[src/rtl/disp_pkg.sv]
// disp_pkg -- shared constants and helpers for the display scan path.
//   AN_OFF              : level that turns an anode off (anodes are active-low)
//   DEFAULT_REFRESH_DIV : default clk cycles each digit stays lit
//   idx_width(n)        : width of an index over n positions, never below 1
package disp_pkg;

  localparam logic AN_OFF              = 1'b1;
  localparam int   DEFAULT_REFRESH_DIV = 100000;

  function automatic int idx_width(input int n);
    return (n > 2) ? $clog2(n) : 1;
  endfunction

endpackage

[src/rtl/digit_scan_ctrl_if.sv]
// digit_scan_ctrl_if -- bundle between the number formatter, the scan
// controller and the segment decoder.
//   master : drives data_in / load / digit_en, observes the scan outputs
//   slave  : the scan controller
// Signals:
//   data_in    packed digits, digit i at [i*DIGIT_W +: DIGIT_W]
//   load       one-cycle strobe, capture data_in into the shadow register
//   digit_en   per-position enable, 0 keeps that anode dark
//   an         active-low anode drive, one-cold or all ones
//   digit_out  value of the currently scanned digit
//   digit_idx  currently scanned position
//   pending    shadow holds data not yet committed
//   frame_done one-cycle pulse when the scan wraps to position 0
interface digit_scan_ctrl_if #(
  parameter int NUM_DIGITS = 4,
  parameter int DIGIT_W    = 4
);

  localparam int IDX_W = disp_pkg::idx_width(NUM_DIGITS);

  logic [NUM_DIGITS*DIGIT_W-1:0] data_in;
  logic                          load;
  logic [NUM_DIGITS-1:0]         digit_en;
  logic [NUM_DIGITS-1:0]         an;
  logic [DIGIT_W-1:0]            digit_out;
  logic [IDX_W-1:0]              digit_idx;
  logic                          pending;
  logic                          frame_done;

  modport master (
    output data_in, load, digit_en,
    input  an, digit_out, digit_idx, pending, frame_done
  );

  modport slave (
    input  data_in, load, digit_en,
    output an, digit_out, digit_idx, pending, frame_done
  );

endinterface

[src/rtl/digit_mux_n.sv]
// digit_mux_n -- combinational NUM_DIGITS-to-1 selector of DIGIT_W-bit
// fields out of a packed digit vector.
//   i_data  : packed digits, digit i at [i*DIGIT_W +: DIGIT_W]
//   i_sel   : position to select
//   o_digit : selected digit (0 if i_sel is out of range)
module digit_mux_n #(
  parameter int NUM_DIGITS = 4,
  parameter int DIGIT_W    = 4,
  parameter int IDX_W      = 2
) (
  input  logic [NUM_DIGITS*DIGIT_W-1:0] i_data,
  input  logic [IDX_W-1:0]              i_sel,
  output logic [DIGIT_W-1:0]            o_digit
);

  // NOTE: o_digit gets a default before the loop so no path leaves it
  // unassigned, which would otherwise infer a latch.
  always_comb begin
    o_digit = '0;
    for (int i = 0; i < NUM_DIGITS; i++) begin
      if (i_sel == IDX_W'(i)) o_digit = i_data[i*DIGIT_W +: DIGIT_W];
    end
  end

endmodule

[src/rtl/digit_scan_ctrl.sv]
// digit_scan_ctrl -- self-timed, tear-free multiplexed scan of NUM_DIGITS
// digits onto a shared digit bus with matching active-low anode drive.
//   clk : rising-edge clock
//   rst : asynchronous, active-high reset
//   bus : digit_scan_ctrl_if.slave (data_in/load/digit_en in,
//         an/digit_out/digit_idx/pending/frame_done out)
// New digits are loaded into a shadow register and only copied to the
// displayed (active) register when the scan lands on position 0, so a frame
// never shows a mix of old and new digits.
// Optional feature: define LEADING_ZERO_BLANK_EN to darken positions above
// the most significant nonzero committed digit (position 0 always shown).
module digit_scan_ctrl
  import disp_pkg::*;
#(
  parameter int NUM_DIGITS  = 4,
  parameter int DIGIT_W     = 4,
  parameter int REFRESH_DIV = DEFAULT_REFRESH_DIV
) (
  input  logic             clk,
  input  logic             rst,
  digit_scan_ctrl_if.slave bus
);

  localparam int IDX_W  = idx_width(NUM_DIGITS);
  localparam int CNT_W  = idx_width(REFRESH_DIV);
  localparam int DATA_W = NUM_DIGITS * DIGIT_W;

  logic [CNT_W-1:0]      r_cnt;
  logic                  r_run;        // first tick after reset has happened
  logic [IDX_W-1:0]      r_idx;
  logic [DIGIT_W-1:0]    r_digit;
  logic [NUM_DIGITS-1:0] r_an;
  logic                  r_frame_done;
  logic [DATA_W-1:0]     r_shadow;
  logic [DATA_W-1:0]     r_active;
  logic                  r_pending;

  logic                  w_tick;
  logic                  w_wrap;
  logic                  w_commit;
  logic [IDX_W-1:0]      w_idx_next;
  logic [DATA_W-1:0]     w_active_next;
  logic [DIGIT_W-1:0]    w_digit_next;
  logic [NUM_DIGITS-1:0] w_keep;       // positions allowed to light
  logic [NUM_DIGITS-1:0] w_an_next;

  assign w_tick = (r_cnt == CNT_W'(REFRESH_DIV - 1));

  // Out of reset the scan sits dark on position 0; its first tick lights
  // position 0 rather than advancing, so every frame starts at 0.
  assign w_idx_next = (!r_run || r_idx == IDX_W'(NUM_DIGITS - 1)) ? '0
                                                                   : r_idx + IDX_W'(1);

  assign w_wrap   = w_tick && (w_idx_next == '0);
  assign w_commit = w_wrap && r_pending;

  // Digit 0 of a freshly committed frame must show on the commit edge,
  // so the mux and blanking look at the value active will hold next.
  assign w_active_next = w_commit ? r_shadow : r_active;

  digit_mux_n #(
    .NUM_DIGITS (NUM_DIGITS),
    .DIGIT_W    (DIGIT_W),
    .IDX_W      (IDX_W)
  ) u_mux (
    .i_data  (w_active_next),
    .i_sel   (w_idx_next),
    .o_digit (w_digit_next)
  );

`ifdef LEADING_ZERO_BLANK_EN
  // Scan from the top down: once a nonzero digit is seen, it and every
  // lower position stay lit.
  always_comb begin : blank_calc
    logic v_seen;
    v_seen = 1'b0;
    w_keep = '0;
    for (int i = NUM_DIGITS - 1; i >= 0; i--) begin
      if (w_active_next[i*DIGIT_W +: DIGIT_W] != '0) v_seen = 1'b1;
      w_keep[i] = v_seen;
    end
    w_keep[0] = 1'b1;
  end
`else
  assign w_keep = '1;
`endif

  always_comb begin
    w_an_next = {NUM_DIGITS{AN_OFF}};
    if (bus.digit_en[w_idx_next] && w_keep[w_idx_next]) w_an_next[w_idx_next] = ~AN_OFF;
  end

  // NOTE: state registers use non-blocking assignments so every register
  // sees the pre-edge value of the others, whatever the statement order.
  always_ff @(posedge clk or posedge rst) begin
    if (rst) begin
      r_cnt        <= '0;
      r_run        <= 1'b0;
      r_idx        <= '0;
      r_digit      <= '0;
      r_an         <= {NUM_DIGITS{AN_OFF}};
      r_frame_done <= 1'b0;
    end else begin
      r_frame_done <= w_wrap;
      if (w_tick) begin
        r_cnt   <= '0;
        r_run   <= 1'b1;
        r_idx   <= w_idx_next;
        r_digit <= w_digit_next;
        r_an    <= w_an_next;
      end else begin
        r_cnt <= r_cnt + CNT_W'(1);
      end
    end
  end

  // NOTE: shadow and active are a handful of flops, not a RAM, so they
  // take the reset like any other register and display zeros after reset.
  always_ff @(posedge clk or posedge rst) begin
    if (rst) begin
      r_shadow  <= '0;
      r_active  <= '0;
      r_pending <= 1'b0;
    end else begin
      if (w_commit) r_active <= r_shadow;
      if (bus.load) r_shadow <= bus.data_in;
      // A load on the commit edge re-arms pending for the following frame.
      r_pending <= bus.load || (r_pending && !w_wrap);
    end
  end

  assign bus.an         = r_an;
  assign bus.digit_out  = r_digit;
  assign bus.digit_idx  = r_idx;
  assign bus.pending    = r_pending;
  assign bus.frame_done = r_frame_done;

endmodule

[src/flat_wrapper.sv]
// flat-port wrapper written by rule: the top's interface ports become plain ports
module digit_scan_ctrl_flat import disp_pkg::*;
#(
  parameter int NUM_DIGITS  = 4,
  parameter int DIGIT_W     = 4,
  parameter int REFRESH_DIV = DEFAULT_REFRESH_DIV
)
  (clk, rst, bus_data_in, bus_load, bus_digit_en, bus_an, bus_digit_out, bus_digit_idx, bus_pending, bus_frame_done);
  digit_scan_ctrl_if #(.NUM_DIGITS(NUM_DIGITS), .DIGIT_W(DIGIT_W)) bus_i ();
  input  logic clk;
  input  logic rst;
  input wire logic [$bits(bus_i.data_in)-1:0] bus_data_in;
  input wire logic [$bits(bus_i.load)-1:0] bus_load;
  input wire logic [$bits(bus_i.digit_en)-1:0] bus_digit_en;
  output wire logic [$bits(bus_i.an)-1:0] bus_an;
  output wire logic [$bits(bus_i.digit_out)-1:0] bus_digit_out;
  output wire logic [$bits(bus_i.digit_idx)-1:0] bus_digit_idx;
  output wire logic [$bits(bus_i.pending)-1:0] bus_pending;
  output wire logic [$bits(bus_i.frame_done)-1:0] bus_frame_done;
  assign bus_i.data_in = bus_data_in;
  assign bus_i.load = bus_load;
  assign bus_i.digit_en = bus_digit_en;
  assign bus_an = bus_i.an;
  assign bus_digit_out = bus_i.digit_out;
  assign bus_digit_idx = bus_i.digit_idx;
  assign bus_pending = bus_i.pending;
  assign bus_frame_done = bus_i.frame_done;
  digit_scan_ctrl #(.NUM_DIGITS(NUM_DIGITS), .DIGIT_W(DIGIT_W), .REFRESH_DIV(REFRESH_DIV)) u_core (.clk(clk), .rst(rst), .bus(bus_i));
endmodule
[config.mk]
export PLATFORM = sky130hd
export DESIGN_NAME = digit_scan_ctrl_flat
export DESIGN_NICKNAME = d
export VERILOG_FILES = /design/src/rtl/disp_pkg.sv /design/src/rtl/digit_scan_ctrl_if.sv /design/src/rtl/digit_mux_n.sv /design/src/rtl/digit_scan_ctrl.sv /design/src/flat_wrapper.sv
export SDC_FILE = /design/constraint.sdc
export NUM_CORES = 1
export LEC_CHECK = 0
export CAP_MARGIN = 20
export CORE_MARGIN = 1.5
export CORE_UTILIZATION = 35
export CTS_BUF_LIST = sky130_fd_sc_hd__clkbuf_4 sky130_fd_sc_hd__clkbuf_8 sky130_fd_sc_hd__clkbuf_16
export DETAILED_ROUTE_END_ITERATION = 8
export GPL_ROUTABILITY_DRIVEN = 0
export GPL_TIMING_DRIVEN = 0
export PLACE_DENSITY = 0.59
export SETUP_SLACK_MARGIN = 0.02
export SYNTH_ARGS = -nofsm -noshare
export SYNTH_HDL_FRONTEND = slang
export SYNTH_SLANG_ARGS = --single-unit
[constraint.sdc]
create_clock -name clk -period 3.2 [get_ports clk]
set_input_delay 0.64 -clock clk [delete_from_list [all_inputs] [get_ports clk]]
set_output_delay 0.64 -clock clk [all_outputs]
set_load 0.01 [all_outputs]
==> results of run 1 <==
==> critical path: stages, from the launching register on <==
cell and delay [ps]:
dfrtp_1 490, ha_1 350, nor2b_1 290, nor2_1 160
nor4_4 400, buf_6 230, mux2_2 340
==> logic make-up (layout without fill, tap and decap cells) <==
| logic type | count (synthesis) | after routing | synth area share |
|---|---|---|---|
| simple gates | 63 | 63 | 0.1397 |
| mux | 41 | 41 | 0.1660 |
| fa+ha+maj | 2 | 2 | 0.009069 |
| xor+xnor | 13 | 13 | 0.04127 |
| flops | 62 | 62 | 0.5642 |
| buf+inv | 13 | 63 | 0.02177 |
| compound gates | 23 | 23 | 0.05805 |
==> synth_stat cells, drive strengths merged (3+ instances only) <==
cell	number	area, sq um
dfrtp	58	1451
mux2	38	427.9
nor2	13	48.80
nand2	9	33.78
nand3	8	40.04
o21ai	8	43.79
xor2	7	61.31
clkbuf	6	22.52
nand4	6	37.54
xnor2	6	52.55
inv	5	18.77
dfstp	4	105.1
a21oi	3	15.01
and4	3	28.78
mux2i	3	30.03
nor2b	3	18.77
nor4b	3	26.28
or4	3	26.27
==> flip-flops by register name, summed over array words and instances, names as in the netlist <==
register	cells
u_core.bus.an	4
u_core.bus.digit_idx	2
u_core.bus.digit_out	4
u_core.bus.frame_done	1
u_core.bus.pending	1
u_core.r_active	16
u_core.r_cnt	17
u_core.r_run	1
u_core.r_shadow	16
==> final cells by class <==
class / count / area [sq um]
plain buffers: 8 / 41.29
clock buffers: 13 / 166.4
clock inverters: 3 / 42.54
fillers: 759 / 4242
inverters: 5 / 18.77
multi-input cells: 142 / 1142
flip-flops and latches: 62 / 1556
well taps: 102 / 127.6
repair buffers: 34 / 350.3
==> path summary, 6_finish.rpt <==
check                                   startpoint             endpoint  slack [ps]  depth (start not counted)
max                        u_core.bus.digit_idx[0]  u_core.r_active[10]         820                          6
min                                u_core.r_cnt[0]      u_core.r_cnt[0]         480                          1
max reg2reg                u_core.bus.digit_idx[0]  u_core.r_active[10]         820                          6
min reg2reg                        u_core.r_cnt[0]      u_core.r_cnt[0]         480                          1
max in group asynchronous                      rst   u_core.r_shadow[2]        1830                          3
min in group asynchronous                      rst     u_core.r_cnt[12]         760                          2
==> through the flow <==
stage	total power [W]	worst slack [ps]	utilization	std cells	cell area, sq um
after floorplan	0.0008698	1025	-	217	2759
after global placement	0.0009097	-103.9	0.4185	352	3217
after detailed placement	0.0009146	796.3	0.4211	353	3237
after CTS	0.001625	781.2	0.4482	369	3446
after global routing	0.001676	649.5	0.4482	369	3446
final	0.001604	821.1	0.4482	369	3446
==> metal layers <==
layer,vias up,share of wire,wire [um],GRT usage
li1,881,-,-,-
met1,940,0.46,2427,0.1725
met2,27,0.50,2632,0.2313
met3,4,0.034,179,0.04561
met4,0,0.0059,31,0.02949
met5,-,0,0,0
==> power by group <==
part           switching, W  internal [W]
Combinational     0.0000328     0.0000482
Sequential        0.0000115      0.000804
Clock              0.000288      0.000419
==> results summary, run 1 <==
The worst slew margin relative to its limit came out at 0.5080. The leading cell type in the layout, fill and taps excluded is dfrtp_1. The number of maximum-capacitance constraint violations is 0. The global-route wire length before repair came out at 9.142 mm.

The power per cell area is 465.4 mW/mm^2. The tree is rooted in a clkbuf_8. The core region is 0.007687 sq mm.

The wire length after detailed routing is 5.271 mm. The worst setup path is launched from a flip-flop. The worst-case hold slack is approximately 480 ps. The mean area per synthesized cell came out at between 10 and 15 sq um. The number of buffers inserted during clock tree synthesis is 9. The analysis attributes to cell leakage a power of between 1.5 and 2 nW.

In the synthesized netlist the dominant register cell turns out to be dfrtp_1. The die area is 0.008424 sq mm. The synthesis-to-finish area growth came out at 24.90%. Synthesis produced a netlist with a net count of about 240. The iteration count of the initial detailed-routing pass is 4. The count of nets after finishing came out at 287.

During synthesis, Yosys emitted a total of 0 warnings. In this run the horizontal extent of the chip is 91.79 um. The DRC violation count after routing is 0. The worst-case clock skew came out at 7.690 ps. The number of buffer cells added on primary ports is 33. The floorplan has 32 rows. The classification of the worst setup path is flip-flop to flip-flop. The worst hold path belongs to the class flip-flop to flip-flop. The top cell types in the final layout, fill and taps aside, are dfrtp_1 (58), mux2_2 (38), clkdlybuf4s50_1 (33). The count of H-tree levels built during CTS is 3.

The cell area that synthesis handed to floorplanning was 0.002759 sq mm. The vertical die dimension is approximately 92 um. The peak fanout along the critical path is 10.

Post-CTS timing repair inserted 0 buffers for setup. The number of global-route vias before repair came out at 1868. The count of endpoints failing setup in the final report is 0.

The number of hold buffers added after CTS was 0. The number of distinct standard cells referenced by the synthesized netlist came out at 45. Setup repair after global routing left no endpoint under its margin. Clock-pin slew was measured on the worst setup and hold paths at 70 ps.

The fraction of layout instances using a drive strength above 1 came out at 0.2622. The pin count of the biggest net entering global routing came out at 35. At the worst endpoint, the arrival time is 2590 ps.

At the pin with the least slew margin, the transition time is approximately 740 ps. The count of final hold-check violations came to 0. The initial standard-cell utilization of the core came out at 0.3589. The latest clock arrival within the worst-skew pair came out at 330 ps. The number of buffers on the longest clock path came out at 2. The number of storage elements in the synthesis netlist is slightly above 60. In the synthesized netlist the async set-or-reset flop fraction comes to 1.000. The count of antenna-violating nets left after detailed routing came out at 0. The post-cts gate resize count is 0. The post-synthesis instance total came out at 217. The flow ran to the end, and the final reports show no timing, DRC or antenna violations. The sequential area share after synthesis is 0.5642. The post-detailed-route wirelength per cell is 14.28 um. Summed over all failing endpoints, the final setup total negative slack is 0 ps. The total global routing track utilization is 0.1376.

The kind of end point of the critical path is a flip-flop. The share of the clock period used by the worst path after layout is 0.7434. 35 I/O pins were placed. The final global-route overflow total is 0. In the routed layout, each cell is associated on average with a via count of 5.019. The violation count after the first detailed-routing iteration is 113. The smallest clock period supported by the final layout is computed as about 2400 ps. The number of max-slew violations in the final report is 0. The total inserted antenna cells came out at 0. The detailed placer's ending HPWL came out at 3.817 mm. In this run, synthesis inferred 0 flip-flops with an integrated enable. The required time at the endpoint of the critical path came out at 3410 ps.

TritonCTS built the clock tree. The initial antenna violation count came out at 0. VDD sags by at most 0.3144 mV. The via total after detailed routing came out at 1852. The number of sinks on the clock net came out at 62.

The highest achievable clock rate is around 420 MHz.
Power figures use the tool's default switching activity.
==> run 2: changes to the inputs <==
Clock period 3.2 ns to 2.49 ns, I/O delays scaled along.
==> results summary, run 2 (synthesis results as in run 1) <==
Result of the run: finished clean (unchanged). The latest clock arrival within the worst-skew pair came out at 330 ps (about the same). The global-route wire length before repair is 9.142 mm (unchanged). The number of maximum-capacitance constraint violations is 0 (unchanged). The longest individual stage delay on the worst path came out at 490 ps (about the same). The via-per-instance ratio came out at 5.024 (was 5.019).

The kind of end point of the critical path is a flip-flop (unchanged). The synthesis-to-finish area growth is 25.53% (was 24.90%). The initial standard-cell utilization of the core came out at 0.3589 (unchanged). The startpoint of the most critical hold path was u_core.r_cnt[0] (unchanged). The post-layout total power was 0.002062 W (was 0.001604 W). The iteration count of the initial detailed-routing pass came out at 4 (unchanged). The total negative slack is 0 ps (unchanged).

The detailed placer's ending HPWL came to 3.817 mm (unchanged). The instance area after placement is 0.003237 sq mm (unchanged). Unrepaired setup endpoints after global routing: no (unchanged).

The first element of the critical path is u_core.bus.digit_idx[0] (unchanged). The total area of sequential cells is 0.001556 sq mm (unchanged). The startpoint type of the worst setup path was a flip-flop (unchanged). The count of boundary I/O pins came out at 35 (unchanged). The area used by multi-input combinational logic is 0.001145 sq mm (was 0.001142 sq mm). The count of endpoints failing setup in the final report came out at 0 (unchanged). The wire length after detailed routing is 5.296 mm (was 5.271 mm). The power per cell area is 595.3 mW/mm^2 (was 465.4 mW/mm^2). The initial antenna violation count came out at 0 (unchanged). The number of buffer cells added on primary ports came out at 33 (unchanged).

The flip-flop count of the largest register, all copies and words added came out at 17 (unchanged). The count of antenna-violating nets left after detailed routing is 0 (unchanged). The global-route layer with the greatest usage is met2 (unchanged). The leakage power figure is 1.514 nW (was 1.503 nW). The slowest cell on the critical path is dfrtp_1 (unchanged). The number of placement rows came out at 32 (unchanged). The clock tree from TritonCTS is built (unchanged). The floorplan die width came out at 91.79 um (unchanged). The total inserted antenna cells was 0 (unchanged).

The share of the clock period used by the worst path after layout came out at 0.9159 (was 0.7434). The global-route track usage on met3 is 0.04561 (unchanged). The peak fanout along the critical path is 10 (unchanged).

The placeable core region is 0.007687 sq mm (unchanged). The violation count after the first detailed-routing iteration is 114 (was 113). The DRC violation count after routing came out at 0 (unchanged). The met2 global-route usage is 0.2313 (unchanged). The vertical die dimension came out at 91.79 um (unchanged). The final critical delay including setup and external delays was 2281 ps (was 2379 ps).

The pin count of the biggest net entering global routing is 35 (unchanged). The worst slew margin relative to its limit is 0.5083 (was 0.5080). The largest register by flop count is u_core.r_cnt (unchanged). The number of placed instances with taps included is 353 (unchanged). The number of global-route vias before repair came out at 1868 (unchanged). The count of H-tree levels built during CTS is 3 (unchanged).

The die area came out at 0.008424 sq mm (unchanged). The number of filler cells placed in the layout is 762 (was 759). The total global routing track utilization is 0.1376 (unchanged). The worst-case clock skew came out at 6.838 ps (was 7.690 ps). The highest achievable clock rate was 438.5 MHz (was 420.4 MHz). The worst-case hold slack was 481.2 ps (about the same). The fraction of layout instances using a drive strength above 1 is 0.2714 (was 0.2622). The count of final hold-check violations is 0 (unchanged). The number of buffers inserted during clock tree synthesis came out at 9 (unchanged).

List of cells traversed by the critical path: ha_1, nor2b_2, nor2_1, nor4_4, buf_6, mux2_2 (was ha_1, nor2b_1, nor2_1, nor4_4, buf_6, mux2_2). The required time at the endpoint of the critical path is 2700 ps (was 3410 ps). The clock slew seen by the registers of the worst setup and hold paths was 70 ps (about the same).

Biggest regs: u_core.r_cnt: 17 flops, u_core.r_active: 16 flops, u_core.r_shadow: 16 flops (unchanged). The final design area excluding fillers is 0.003463 sq mm (was 0.003446 sq mm). The signal arrival time at the worst endpoint came out at 2490 ps (was 2590 ps).

The final global-route overflow total came out at 0 (unchanged). The met1 track demand over resource in global routing came out at 0.1725 (unchanged). Highest-count cells in the layout ignoring fill and taps: dfrtp_1 (58), mux2_2 (38), clkdlybuf4s50_1 (33) (unchanged). The post-detailed-route wirelength per cell is 14.27 um (was 14.28 um). The root buffer selected by CTS is clkbuf_8 (unchanged).

The count of nets after finishing is 289 (was 287). The via total after detailed routing is 1864 (was 1852). The number of non-filler instances in the completed layout was 371 (was 369). The startpoint of the most critical register-to-register path was u_core.bus.digit_idx[0] (unchanged). The slew of the pin with the lowest slew margin is 736.5 ps (was 736.9 ps).

The maximum VDD drop is 0.4038 mV (was 0.3144 mV). The classification of the worst setup path is flip-flop to flip-flop (unchanged). The number of hold buffers added after CTS came out at 0 (unchanged). The number of buffers on the longest clock path came out at 2 (unchanged).

The leading cell type in the layout, fill and taps excluded is dfrtp_1 (unchanged). The number of max-slew violations in the final report came out at 0 (unchanged). The worst min-delay path class is flip-flop to flip-flop (unchanged). The number of sinks on the clock net came to 62 (unchanged).
## run 2: through the flow
stage               setup WS, ps    util
floorplan                  403.6       -
global placement          -671.9  0.4185
detailed placement         86.29  0.4211
CTS                        71.16  0.4482
global route               57.43  0.4505
finish                     209.5  0.4505
## run 2: final cells by class
class	count	area share
buffer	8	0.01192
clock buffer	13	0.04805
clock inverter	3	0.01228
inverter	5	0.005419
multi-input combinational	142	0.3306
sequential	62	0.4494
tap	102	0.03685
timing repair buffer	36	0.1055
## run 2: timing repair
item | 4_1_cts | 5_1_grt
endpoints found under the setup margin | 0 | 10
setup buffers | 0 | 2
resized for setup | 0 | 1
## run 2: where the power goes
group	leakage, nW	internal [W]	switching, W
sequential	0.796	0.00103	0.0000149
combinational	0.612	0.0000619	0.0000423
clock	0.106	0.000538	0.000371
total	1.51	0.00163	0.000428
## run 2: layer usage
| metal | routed length, um | part of all wire |
|---|---|---|
| met1 | 2426 | 0.46 |
| met2 | 2639 | 0.50 |
| met3 | 199 | 0.038 |
| met4 | 31 | 0.0059 |
| met5 | 0 | 0 |
## run 2: final timing paths
path	slack [ps]	cells past startpoint	end
hold / removal	480	1	u_core.r_cnt[0]
min in group asynchronous	620	2	u_core.r_cnt[12]
setup / recovery	210	6	u_core.r_active[10]
max in group asynchronous	1260	3	u_core.r_shadow[2]
hold reg to reg	480	1	u_core.r_cnt[0]
setup reg to reg	210	6	u_core.r_active[10]
## run 2: critical path: cells and delay by family, from the launching register on
family	cells	cell delay, ps
buffers and inverters	1	210
AND/OR/NAND/NOR	3	760
flip-flops	1	490
adder cells (fa/ha/maj)	1	370
multiplexers	1	340
